==> config.mk <==
export PLATFORM = sky130hd
export DESIGN_NAME = mc_ctrl_flat
export DESIGN_NICKNAME = d
export VERILOG_FILES = /design/src/rtl/mc_ctrl_if.sv /design/src/rtl/mc_ctrl.sv /design/src/flat_wrapper.sv
export SDC_FILE = /design/constraint.sdc
export NUM_CORES = 1
export LEC_CHECK = 0
export CORE_MARGIN = 2
export CORE_UTILIZATION = 42
export CTS_CLUSTER_SIZE = 16
export DETAILED_ROUTE_END_ITERATION = 6
export GPL_ROUTABILITY_DRIVEN = 1
export MAX_ROUTING_LAYER = met4
export PLACE_DENSITY = 0.8
export SYNTH_ARGS = -nofsm -noshare
export SYNTH_HDL_FRONTEND = slang
export SYNTH_SLANG_ARGS = --single-unit
==> constraint.sdc <==
create_clock -name clk -period 3 [get_ports clk]
set_input_delay 0.6 -clock clk [delete_from_list [all_inputs] [get_ports clk]]
set_output_delay 0.6 -clock clk [all_outputs]
set_load 0.05 [all_outputs]
==> src/rtl/mc_ctrl_if.sv <==
// mc_ctrl_if: controller-to-datapath bundle; master = controller, slave = datapath
interface mc_ctrl_if #(parameter int CNT_W = 32);
  logic [31:0]      ctrl_Instr;
  logic             alu_Zero;
  logic             alu_Isbgez;
  logic             ctrl_PCEn;
  logic             ctrl_IorD;
  logic             ctrl_MemWrite;
  logic             ctrl_IRWrite;
  logic             ctrl_RegWrite;
  logic [1:0]       ctrl_RegDst;
  logic             ctrl_MemtoReg;
  logic             ctrl_ALUSrcA;
  logic [1:0]       ctrl_ALUSrcB;
  logic             ctrl_ExtOp;
  logic [2:0]       ctrl_ALUOp;
  logic [1:0]       ctrl_PCSource;
  logic [3:0]       ctrl_State;
  logic [CNT_W-1:0] ctrl_Retired;
  modport master (
    input  ctrl_Instr, alu_Zero, alu_Isbgez,
    output ctrl_PCEn, ctrl_IorD, ctrl_MemWrite, ctrl_IRWrite, ctrl_RegWrite, ctrl_RegDst,
           ctrl_MemtoReg, ctrl_ALUSrcA, ctrl_ALUSrcB, ctrl_ExtOp, ctrl_ALUOp, ctrl_PCSource,
           ctrl_State, ctrl_Retired
  );
  modport slave (
    output ctrl_Instr, alu_Zero, alu_Isbgez,
    input  ctrl_PCEn, ctrl_IorD, ctrl_MemWrite, ctrl_IRWrite, ctrl_RegWrite, ctrl_RegDst,
           ctrl_MemtoReg, ctrl_ALUSrcA, ctrl_ALUSrcB, ctrl_ExtOp, ctrl_ALUOp, ctrl_PCSource,
           ctrl_State, ctrl_Retired
  );
endinterface

==> src/rtl/mc_ctrl.sv <==
// mc_ctrl: multi-cycle MIPS main controller FSM with retired-instruction counter.
// Define MC_CTRL_BGEZ_EN to decode bgez (op 000001, rt 00001) as a branch.
module mc_ctrl #(
  parameter int OPC_W = 6,
  parameter int CNT_W = 32
) (
  input  logic       clk,
  input  logic       reset_n,
  mc_ctrl_if.master  m
);
  typedef enum logic [3:0] {
    FETCH, DECODE, MEMADR, MEMRD, MEMWB, MEMWR, EXEC_R, RWB, EXEC_I, IWB, BRANCH, JUMP
  } state_t;
  state_t st, nxt;
  logic [CNT_W-1:0] cnt;
  logic [OPC_W-1:0] opc, funct;
  logic is_r, is_lw, is_sw, is_ori, is_lui, is_beq, is_j, is_bgez, bgez_ok, retire;
  logic [2:0] alu_r;
  logic pcen, iord, memw, irw, regw, m2r, srca, extop;
  logic [1:0] rdst, srcb, psrc;
  logic [2:0] aluop;
  logic unused_ok;
  assign opc    = m.ctrl_Instr[31:26];
  assign funct  = m.ctrl_Instr[5:0];
  assign is_r   = opc == '0 && funct inside {6'b100001, 6'b100011, 6'b100100, 6'b100101, 6'b000111};
  assign is_lw  = opc == 6'b100011;
  assign is_sw  = opc == 6'b101011;
  assign is_ori = opc == 6'b001101;
  assign is_lui = opc == 6'b001111;
  assign is_beq = opc == 6'b000100;
  assign is_j   = opc == 6'b000010;
`ifdef MC_CTRL_BGEZ_EN
  assign is_bgez  = opc == 6'b000001 && m.ctrl_Instr[20:16] == 5'b00001;
  assign bgez_ok  = m.alu_Isbgez;
  assign unused_ok = ^{m.ctrl_Instr[25:21], m.ctrl_Instr[15:6]};
`else
  assign is_bgez  = 1'b0;
  assign bgez_ok  = 1'b0;
  assign unused_ok = ^{m.ctrl_Instr[25:6], m.alu_Isbgez};
`endif
  assign alu_r = funct == 6'b100011 ? 3'd3 :
                 funct == 6'b100100 ? 3'd0 :
                 funct == 6'b100101 ? 3'd1 :
                 funct == 6'b000111 ? 3'd5 : 3'd2;
  assign retire = st inside {MEMWB, MEMWR, RWB, IWB, BRANCH, JUMP};
  always_ff @(posedge clk or negedge reset_n)
    if (!reset_n) begin
      st  <= FETCH;
      cnt <= '0;
    end else begin
      st  <= nxt;
      cnt <= cnt + CNT_W'(retire);
    end
  always_comb begin
    nxt   = FETCH;
    pcen  = 1'b0;
    iord  = 1'b0;
    memw  = 1'b0;
    irw   = 1'b0;
    regw  = 1'b0;
    rdst  = 2'd0;
    m2r   = 1'b0;
    srca  = 1'b0;
    srcb  = 2'd0;
    extop = 1'b0;
    aluop = 3'd0;
    psrc  = 2'd0;
    case (st)
      FETCH: begin
        irw   = 1'b1;
        srcb  = 2'd1;
        aluop = 3'd2;
        pcen  = 1'b1;
        nxt   = DECODE;
      end
      DECODE: begin
        srcb  = 2'd3;
        extop = 1'b1;
        aluop = 3'd2;
        nxt   = is_r ? EXEC_R : (is_lw | is_sw) ? MEMADR : (is_ori | is_lui) ? EXEC_I :
                (is_beq | is_bgez) ? BRANCH : is_j ? JUMP : FETCH;
      end
      MEMADR: begin
        srca  = 1'b1;
        srcb  = 2'd2;
        extop = 1'b1;
        aluop = 3'd2;
        nxt   = is_lw ? MEMRD : MEMWR;
      end
      MEMRD: begin
        iord = 1'b1;
        nxt  = MEMWB;
      end
      MEMWB: begin
        regw = 1'b1;
        m2r  = 1'b1;
      end
      MEMWR: begin
        iord = 1'b1;
        memw = 1'b1;
      end
      EXEC_R: begin
        srca  = 1'b1;
        aluop = alu_r;
        nxt   = RWB;
      end
      RWB: begin
        regw = 1'b1;
        rdst = 2'd1;
      end
      EXEC_I: begin
        srcb  = 2'd2;
        aluop = is_lui ? 3'd4 : 3'd1;
        nxt   = IWB;
      end
      IWB: regw = 1'b1;
      BRANCH: begin
        srca  = 1'b1;
        aluop = 3'd3;
        psrc  = 2'd1;
        pcen  = is_beq ? m.alu_Zero : bgez_ok;
      end
      JUMP: begin
        psrc = 2'd2;
        pcen = 1'b1;
      end
      default: nxt = FETCH;
    endcase
  end
  // write enables are gated by reset so FETCH's PC/IR writes stay off while held
  assign m.ctrl_PCEn     = pcen & reset_n;
  assign m.ctrl_MemWrite = memw & reset_n;
  assign m.ctrl_IRWrite  = irw & reset_n;
  assign m.ctrl_RegWrite = regw & reset_n;
  assign m.ctrl_IorD     = iord;
  assign m.ctrl_RegDst   = rdst;
  assign m.ctrl_MemtoReg = m2r;
  assign m.ctrl_ALUSrcA  = srca;
  assign m.ctrl_ALUSrcB  = srcb;
  assign m.ctrl_ExtOp    = extop;
  assign m.ctrl_ALUOp    = aluop;
  assign m.ctrl_PCSource = psrc;
  assign m.ctrl_State    = st;
  assign m.ctrl_Retired  = cnt;
endmodule

==> src/flat_wrapper.sv <==
// flat-port wrapper written by rule: the top's interface ports become plain ports
module mc_ctrl_flat 
#(
  parameter int OPC_W = 6,
  parameter int CNT_W = 32
)
  (clk, reset_n, m_ctrl_Instr, m_alu_Zero, m_alu_Isbgez, m_ctrl_PCEn, m_ctrl_IorD, m_ctrl_MemWrite, m_ctrl_IRWrite, m_ctrl_RegWrite, m_ctrl_RegDst, m_ctrl_MemtoReg, m_ctrl_ALUSrcA, m_ctrl_ALUSrcB, m_ctrl_ExtOp, m_ctrl_ALUOp, m_ctrl_PCSource, m_ctrl_State, m_ctrl_Retired);
  mc_ctrl_if #(.CNT_W(CNT_W)) m_i ();
  input  logic clk;
  input  logic reset_n;
  input wire logic [$bits(m_i.ctrl_Instr)-1:0] m_ctrl_Instr;
  input wire logic [$bits(m_i.alu_Zero)-1:0] m_alu_Zero;
  input wire logic [$bits(m_i.alu_Isbgez)-1:0] m_alu_Isbgez;
  output wire logic [$bits(m_i.ctrl_PCEn)-1:0] m_ctrl_PCEn;
  output wire logic [$bits(m_i.ctrl_IorD)-1:0] m_ctrl_IorD;
  output wire logic [$bits(m_i.ctrl_MemWrite)-1:0] m_ctrl_MemWrite;
  output wire logic [$bits(m_i.ctrl_IRWrite)-1:0] m_ctrl_IRWrite;
  output wire logic [$bits(m_i.ctrl_RegWrite)-1:0] m_ctrl_RegWrite;
  output wire logic [$bits(m_i.ctrl_RegDst)-1:0] m_ctrl_RegDst;
  output wire logic [$bits(m_i.ctrl_MemtoReg)-1:0] m_ctrl_MemtoReg;
  output wire logic [$bits(m_i.ctrl_ALUSrcA)-1:0] m_ctrl_ALUSrcA;
  output wire logic [$bits(m_i.ctrl_ALUSrcB)-1:0] m_ctrl_ALUSrcB;
  output wire logic [$bits(m_i.ctrl_ExtOp)-1:0] m_ctrl_ExtOp;
  output wire logic [$bits(m_i.ctrl_ALUOp)-1:0] m_ctrl_ALUOp;
  output wire logic [$bits(m_i.ctrl_PCSource)-1:0] m_ctrl_PCSource;
  output wire logic [$bits(m_i.ctrl_State)-1:0] m_ctrl_State;
  output wire logic [$bits(m_i.ctrl_Retired)-1:0] m_ctrl_Retired;
  assign m_i.ctrl_Instr = m_ctrl_Instr;
  assign m_i.alu_Zero = m_alu_Zero;
  assign m_i.alu_Isbgez = m_alu_Isbgez;
  assign m_ctrl_PCEn = m_i.ctrl_PCEn;
  assign m_ctrl_IorD = m_i.ctrl_IorD;
  assign m_ctrl_MemWrite = m_i.ctrl_MemWrite;
  assign m_ctrl_IRWrite = m_i.ctrl_IRWrite;
  assign m_ctrl_RegWrite = m_i.ctrl_RegWrite;
  assign m_ctrl_RegDst = m_i.ctrl_RegDst;
  assign m_ctrl_MemtoReg = m_i.ctrl_MemtoReg;
  assign m_ctrl_ALUSrcA = m_i.ctrl_ALUSrcA;
  assign m_ctrl_ALUSrcB = m_i.ctrl_ALUSrcB;
  assign m_ctrl_ExtOp = m_i.ctrl_ExtOp;
  assign m_ctrl_ALUOp = m_i.ctrl_ALUOp;
  assign m_ctrl_PCSource = m_i.ctrl_PCSource;
  assign m_ctrl_State = m_i.ctrl_State;
  assign m_ctrl_Retired = m_i.ctrl_Retired;
  mc_ctrl #(.OPC_W(OPC_W), .CNT_W(CNT_W)) u_core (.clk(clk), .reset_n(reset_n), .m(m_i));
endmodule
# ---- Yosys cells after proc, flatten, opt, wreduce, memory -nomap -nowiden
# Index checks and enable logic that the tools add are counted.
dict set report classes {
  addsub 1
  mul 0
  n_div 0
  order_cmp 0
  n_eq_ne 22
  shifts 0
  muxes 25
  n_bitwise 6
  reduce_logical 12
}
# cell n
set op_table {}
lappend op_table {{$eq A6 B6 Y1 const B} 6}
lappend op_table {{$add A32 B1 Y32} 1}
lappend op_table {{$pmux W4 S6} 1}
lappend op_table {{$mux W4} 5}
lappend op_table {{$mux W3} 6}
lappend op_table {{$eq A4 B3 Y1 const B} 4}
lappend op_table {{$eq A4 B4 Y1 const B} 4}
lappend op_table {{$eq A6 B3 Y1 const B} 2}
lappend op_table {{$eq A6 B4 Y1 const B} 2}
lappend op_table {{$pmux W3 S4} 1}
lappend op_table {{$mux W1} 9}
lappend op_table {{$reduce_or A3 Y1} 3}
lappend op_table {{$eq A4 B2 Y1 const B} 2}
lappend op_table {{$reduce_or A2 Y1} 4}
lappend op_table {{$eq A6 B2 Y1 const B} 1}
lappend op_table {{$logic_not A6 Y1} 1}
lappend op_table {{$pmux W2 S3} 1}
lappend op_table {{$reduce_bool A6 Y1} 1}
lappend op_table {{$reduce_bool A5 Y1} 1}
lappend op_table {{$and A1 B1 Y1} 4}
lappend op_table {{$eq A4 B1 Y1 const B} 1}
lappend op_table {{$logic_not A4 Y1} 1}
lappend op_table {{$pmux W2 S2} 1}
lappend op_table {{$or A1 B1 Y1} 2}
lappend op_table {{2 further kinds} 2}
dict set report word_totals {
  regBits 36
  latchBits 0
  ram_bits 0
  rom_bits 0
  in_bits 36
  out_inout_bits 53
  elab_cells 68
  n_memories 0
}

# ---- Logic depth before layout (Yosys ltp)
# Gate-level depths: netlist of the first run.
dict set report logic_depth {
  ltp_word 7
  mapped_depth 10
  ltp_nobuf 9
}

# ---- Worst setup path before layout of the first run
# Ideal clock, no wire load.
dict set report synth_path {
  kind {register -> output}
  startpoint {register u_core.st[2] (netlist: u_core.m.ctrl_State[2])}
  endpoint {output m_ctrl_ALUOp[2]}
  arrival_ps 2603
  required_ps 2400
  path_slack_ps -203
  path_stages_with_launch 6
  path_buffers 1
  cell_sequence {dfrtp_1 clkbuf_1 nand2b_1 nor2_1 nand3_1 o32ai_1}
}
dict set report synth_via {
  elab_chain_len 3
  word_cells_on_any_way 8
  cone_classes {eq/ne (5); mux (1); reduce/logical (2)}
}
# element line
set synth_lines {}
lappend synth_lines {{start, declared} mc_ctrl.sv:14} ;# state_t st, nxt;
lappend synth_lines {{start signal, assigned} mc_ctrl.sv:51} ;# st <= nxt;
lappend synth_lines {{$eq A4 B1 Y1 (tied with other cells)} mc_ctrl.sv:68} ;# case (st)
lappend synth_lines {{$reduce_or A3 Y1 (no line)} --}
lappend synth_lines {{$pmux W3 S4 (*)} mc_ctrl.sv:68}
lappend synth_lines {{end, declared} flat_wrapper.sv:24} ;# output wire logic [$bits(m_i.ctrl_ALUOp)-1:0] m_ctrl_ALUOp;
# Mark *: on every way between the ends. The rest lies on a longest branch, timed or not.

# ---- Worst setup path after layout of the first run
dict set report layout_path {
  startpoint {register u_core.st[1] (netlist: u_core.m.ctrl_State[1])}
  endpoint {output m_ctrl_ExtOp}
}
dict set report layout_via {
  elab_chain_len 3
  word_cells_on_any_way 4
  cone_classes {eq/ne (2); mux (1); reduce/logical (1)}
}
# element line
set layout_lines {}
lappend layout_lines {{$eq A4 B1 Y1 / $eq A4 B2 Y1 (equally long branches)} mc_ctrl.sv:68}
lappend layout_lines {{$reduce_or A2 Y1 (no line) (*)} --}
lappend layout_lines {{$mux W1 (*)} mc_ctrl.sv:68}
lappend layout_lines {{end, declared} flat_wrapper.sv:23} ;# output wire logic [$bits(m_i.ctrl_ExtOp)-1:0] m_ctrl_ExtOp;
# Marked as above.

==> run metrics, run 1 <==
Fin Clk Skew 0.009940 ns; crit-path cells buf_4 -> nor2b_1 -> o21a_1 -> clkdlybuf4s50_1; Worst path slowest cell clkdlybuf4s50_1; Syn Inst Count 212; Slowest Stage Delay on Critical Path 0.80 ns; Routed Antenna Nets 0; CTS Sinks 36; Peak VDD IR 0.3202 mV; Reg-to-Reg Start u_core.m.ctrl_State[2]; Layout Utilization 0.6213; minimum clock period 2.812 ns; die height 73.45 um; CP bufs+invs 2; Ys Warns 0; Synth Area per Inst 9.555 um^2; pin count of the biggest net entering global routing 23; leakage power 1.240 nW; Hold Crit Class primary input to asynchronous set/reset pin; Starting Density 0.4317; commonest non-fill, non-tap cell in the layout clkdlybuf4s50_1; Congestion Overflow GR 0; Die W 73.45 um; clk root buf clkbuf_8; DR vias 1831; Total GRT Usage 0.1868; area growth from synthesis to layout 43.92%; critical path fanouts, max 9; antenna violations before repair 0; Setup WS pre-CTS 0.2292 ns; placer's final routability congestion estimate 0.8667; CTS max path bufs 2; H-tree levels 2; Nets 324; CP required 2.40 ns; hold_buf cts 0; Setup CP Type register to primary output; Arr. time, crit path 2.21 ns; unrepaired setup endpoints after global routing no; crit end category primary output; DR vias/cell 5.370; core area 4692 um^2; Slew HR 0.6422; n_diodes 0; per-cell routed wire length 13.79 um; number of I/O port buffers 66; DP Wirelength 3648 um; Cell Rows 25; Final Max Tran Viols 0; Clock Latency Late Sink 0.29 ns; Final Setup Violations 0; MaxCap Viol Count 0; Residual DRC 0; cell family with most CP delay buffers and inverters; Total Power 1.538 mW; number of flops mapped to enable cells by yosys 0; Crit. Startpoint u_core.m.ctrl_State[1]; Netlist cell types 46; final hold viol count 0; total CTS buffers 5; syn_nets 250; post-CTS sizing 0; Max Freq 355.6 MHz; clock edge transition at the registers on the reported setup and hold paths 0.07 ns; most frequent cells in the layout clkdlybuf4s50_1 (57), dfrtp_1 (36), xnor2_1 (23), nor2_1 (21), nand2_1 (17); I/O Pins 89; drt first pass iters 4; vias in the first global route 1638; first-pass GRT wire length 7596 um; share of layout cells above drive strength 1 0.1289; TritonCTS clock tree built; Primary FF master, synth dfrtp_1; multi-input combinational cell area 1076 um^2; total wire length 4702 um; Die ar. 5395 um^2; Yosys reg bits 36; Seq/Total Area, Yosys 0.4447; Synth Cell Area 2026 um^2; FFs w/ async S/R, synth 1.000; final setup margin 0.1877 ns; Storage cell area 900.9 um^2; setup_tns 0 ns; Least-Margin Pin Slew 0.5351 ns; Post-CTS Setup Inserts 0; Startpoint Class register; status finished clean; Filler Cells Inserted 406; fin crit share 0.9374; Power Density 527.7 nW/um^2; Initial DRC Count 71
## layout make-up
| type | count | share of cell area |
|---|---|---|
| multi-input combinational | 161 | 0.3691 |
| clock buffer | 5 | 0.02361 |
| tap | 54 | 0.02318 |
| sequential | 36 | 0.3090 |
| timing repair buffer | 76 | 0.2609 |
| clock inverter | 3 | 0.006438 |
| inverter | 6 | 0.007725 |
## cell usage after synthesis, types with 3 or more instances
library cell  count  area, um^2
a21oi_1           3       15.01
a31oi_1           3       18.77
and4_1            4       35.03
clkbuf_1          6       22.52
dfrtp_1          36       900.9
inv_1             6       22.52
nand2_1          17       63.81
nand2b_1          6       37.54
nand3_1          14       70.07
nand4_1           6       37.54
nor2_1           21       78.83
nor3_1           13       65.06
xnor2_1          23       201.4
xor2_1           11       96.34
## per-layer routing
layer	share of wire	track usage	vias up	wire length, um
met3	0.038	0.03155	9	177
met5	0	-	-	0
li1	-	-	895	-
met4	0.020	0.08485	0	95
met2	0.50	0.2907	54	2354
met1	0.44	0.2379	873	2074
## logic make-up (layout without fill, tap and decap cells)
| kind of cell | Yosys count | in the layout | share of synthesized area |
|---|---|---|---|
| AOI/OAI and AO/OA | 19 | 19 | 0.06733 |
| xor gates and xnor gates | 34 | 34 | 0.1470 |
| adders and majority gates | 2 | 2 | 0.01235 |
| buffers and inverters | 15 | 90 | 0.03026 |
| DFF | 36 | 36 | 0.4447 |
| muxes | 2 | 2 | 0.01050 |
| other | 1 | 1 | 0.001851 |
| and+or+nand+nor | 103 | 103 | 0.2860 |
## through the flow
step | cells | hold slack [ns] | instance area [um^2]
finish | 341 | 0.2375 | 2915
CTS | 341 | 0.2397 | 2915
detailed placement | 333 | 0.4689 | 2828
floorplan | 212 | 0.3044 | 2038
global route | 341 | 0.2588 | 2915
global placement | 333 | 0.4564 | 2828
## sequential cells by signal (all words and copies together), names as in the netlist
name / cells
u_core.m.ctrl_Retired: 32
u_core.m.ctrl_State: 4
## power by group
| part | switching, mW | total [mW] | internal (mW) |
|---|---|---|---|
| sequential | 0.0622 | 0.583 | 0.520 |
| clock | 0.173 | 0.335 | 0.162 |
| combinational | 0.389 | 0.621 | 0.232 |
| total | 0.625 | 1.54 | 0.914 |
## path summary, 6_finish.rpt
path | end | slack [ns] | cells past startpoint
max in group asynchronous | u_core.m.ctrl_Retired[18] | 2.15 | 2
worst min-delay path | u_core.m.ctrl_Retired[2] | 0.24 | 1
worst max-delay path | m_ctrl_ExtOp | 0.19 | 4
worst max register to register | u_core.m.ctrl_Retired[31] | 0.44 | 7
min in group clk | u_core.m.ctrl_Retired[31] | 0.48 | 1
worst min register to register | u_core.m.ctrl_Retired[31] | 0.48 | 1
Power figures use the tool's default switching activity.
==> run 2, diff against run 1 <==
--- a/config.mk
+++ b/config.mk
@@ -12,6 +12,7 @@
 export GPL_ROUTABILITY_DRIVEN = 1
 export MAX_ROUTING_LAYER = met4
 export PLACE_DENSITY = 0.8
+export SLEW_MARGIN = 10
 export SYNTH_ARGS = -nofsm -noshare
 export SYNTH_HDL_FRONTEND = slang
 export SYNTH_SLANG_ARGS = --single-unit
==> results of run 2 <==
Same layout as run 1: the final DEF is identical, and so are final timing and power.
==> run 3, diff against run 2 <==
--- a/config.mk
+++ b/config.mk
@@ -5,6 +5,7 @@
 export SDC_FILE = /design/constraint.sdc
 export NUM_CORES = 1
 export LEC_CHECK = 0
+export CORE_ASPECT_RATIO = 1.5
 export CORE_MARGIN = 2
 export CORE_UTILIZATION = 42
 export CTS_CLUSTER_SIZE = 16
==> run 3 against run 2 <==
  * First-iteration DRC count up 35%
  * Hold slack worse by 0.032 ns
  * Die area increased by 0.21%
  * Cell area increased by 0.64%
  * Non-clock buffer count stayed put
  * Register-to-register slack worse by 0.08 ns
  * Wire length grew 9.2%
  * Sequential power rose by 2%
  * Global-route usage is 1.9 points higher
  * Critical path type unchanged
  * Critical endpoint is now m_ctrl_ALUSrcB[1]
  * Largest cell class unchanged
==> run metrics, run 3 (synthesized netlist as in run 1, its figures left out) <==
RR Endpoint u_core.m.ctrl_Retired[31]; number of flip-flops in the largest register 32; Setup CP Type register to primary output; MaxCap Viol Count 0; cell family with most CP delay buffers and inverters; per-cell routed wire length 14.55 um; crit end category primary output; area growth from synthesis to layout 44.84%; Reg-to-Reg Start u_core.m.ctrl_State[2]; n_diodes 0; Residual DRC 0; Final Setup Violations 0; Die W 60.71 um; Fin Clk Skew 0.006010 ns; Placement Cell Area 2845 um^2; Startpoint Class register; Initial DRC Count 96; Setup WS pre-CTS 0.1823 ns; crit-path cells nand2b_1 -> nand2b_1 -> nand2b_1 -> clkdlybuf4s50_1; met3 wire length 264 um; Least-Margin Pin Slew 0.5093 ns; Post-CTS Setup Inserts 0; total CTS buffers 5; core area 4732 um^2; Nets 324; most frequent cells in the layout clkdlybuf4s50_1 (58), dfrtp_1 (35), xnor2_1 (23), nor2_1 (21), nand2_1 (17); top sig layer met4; I/O Pins 89; Peak VDD IR 0.5177 mV; Hold Crit Class primary input to asynchronous set/reset pin; minimum clock period 2.920 ns; drt first pass iters 4; antenna violations before repair 0; pin count of the biggest net entering global routing 26; placer's final routability congestion estimate 0.8455; DR vias 1871; Total GRT Usage 0.2055; fin crit share 0.9732; Layout Utilization 0.6200; TritonCTS clock tree built; DP Wirelength 3954 um; H-tree levels 2; Cell Rows 31; vias in the first global route 1743; CTS max path bufs 2; reg2reg path depth 7; Arr. time, crit path 2.32 ns; Congestion Overflow GR 0; metal2 WL 2831 um; Slowest Stage Delay on Critical Path 0.80 ns; final hold viol count 0; DR vias/cell 5.300; Worst path slowest cell clkdlybuf4s50_1; Total Power 1.551 mW; Filler Cells Inserted 416; Design Area, Final 2934 um^2; critical path fanouts, max 11; Slew HR 0.6594; setup_tns 0 ns; Final Max Tran Viols 0; post-CTS sizing 0; CP most frequent cell nand2b_1; die height 89.06 um; Placed Cells 345; slack of the worst reg-to-reg path 0.36 ns; Layout Cells excl Fill 353; clk root buf clkbuf_8; unrepaired setup endpoints after global routing no; Max Freq 342.5 MHz; M1 WL 1977 um; CP bufs+invs 1; leakage power 1.238 nW; total wire length 5136 um; CP required 2.40 ns; Hold WS 0.2054 ns; first-pass GRT wire length 8128 um; CTS Sinks 36; share of layout cells above drive strength 1 0.1289; Die ar. 5406 um^2; Power Density 528.6 nW/um^2; clock edge transition at the registers on the reported setup and hold paths 0.08 ns; status finished clean; final setup margin 0.08045 ns; hold_buf cts 0; Clock Latency Late Sink 0.29 ns; commonest non-fill, non-tap cell in the layout clkdlybuf4s50_1; number of I/O port buffers 66; Starting Density 0.4281; Routed Antenna Nets 0
## run 3: cell count changes in the layout (fill, tap and decap cells not counted), sizes merged
cell | before | now
buf | 19 | 18
clkdlybuf4s50 | 57 | 58
## run 3: how the worst max path moves through the flow
stage / start / endpoint / slack (ns) / depth (start not counted)
after floorplan: u_core.m.ctrl_State[2] / m_ctrl_RegWrite / -0.006 / 4
after global placement: m_ctrl_Instr[26] / m_ctrl_PCEn / 0.18 / 6
after detailed placement: m_ctrl_Instr[26] / m_ctrl_PCEn / 0.18 / 6
after CTS: u_core.m.ctrl_State[0] / m_ctrl_ALUSrcB[1] / 0.04 / 4
after global routing: u_core.m.ctrl_State[2] / m_ctrl_ALUSrcB[1] / 0.03 / 4
final: u_core.m.ctrl_State[2] / m_ctrl_ALUSrcB[1] / 0.08 / 4
## run 3: layer usage
layer  vias to the layer above  track usage
met5                         -            -
met4                         0      0.06917
met3                         8      0.04052
met2                        68       0.3803
met1                       899       0.2093
li1                        896            -
## run 3: final cells by class
class | count | area, um^2 | area share
clock buffer | 5 | 68.82 | 0.02345
clock inverter | 3 | 18.77 | 0.006397
inverter | 6 | 22.52 | 0.007676
multi-input combinational | 161 | 1076 | 0.3667
sequential | 36 | 902.1 | 0.3075
tap | 66 | 82.58 | 0.02815
timing repair buffer | 76 | 763.2 | 0.2601
## run 3: worst register-to-register path, stage by stage (launching register included)
cell      delay, ns
dfrtp_1        0.60
nand2b_1       0.29
a21oi_1        0.20
ha_1           0.22
nand4_1        0.16
or4_1          0.69
nor4_4         0.26
xor2_1         0.16
## run 3: power by group
part	internal, mW	switching, mW
Sequential	0.522	0.0745
Clock	0.162	0.177
Combinational	0.233	0.383
Total	0.916	0.635
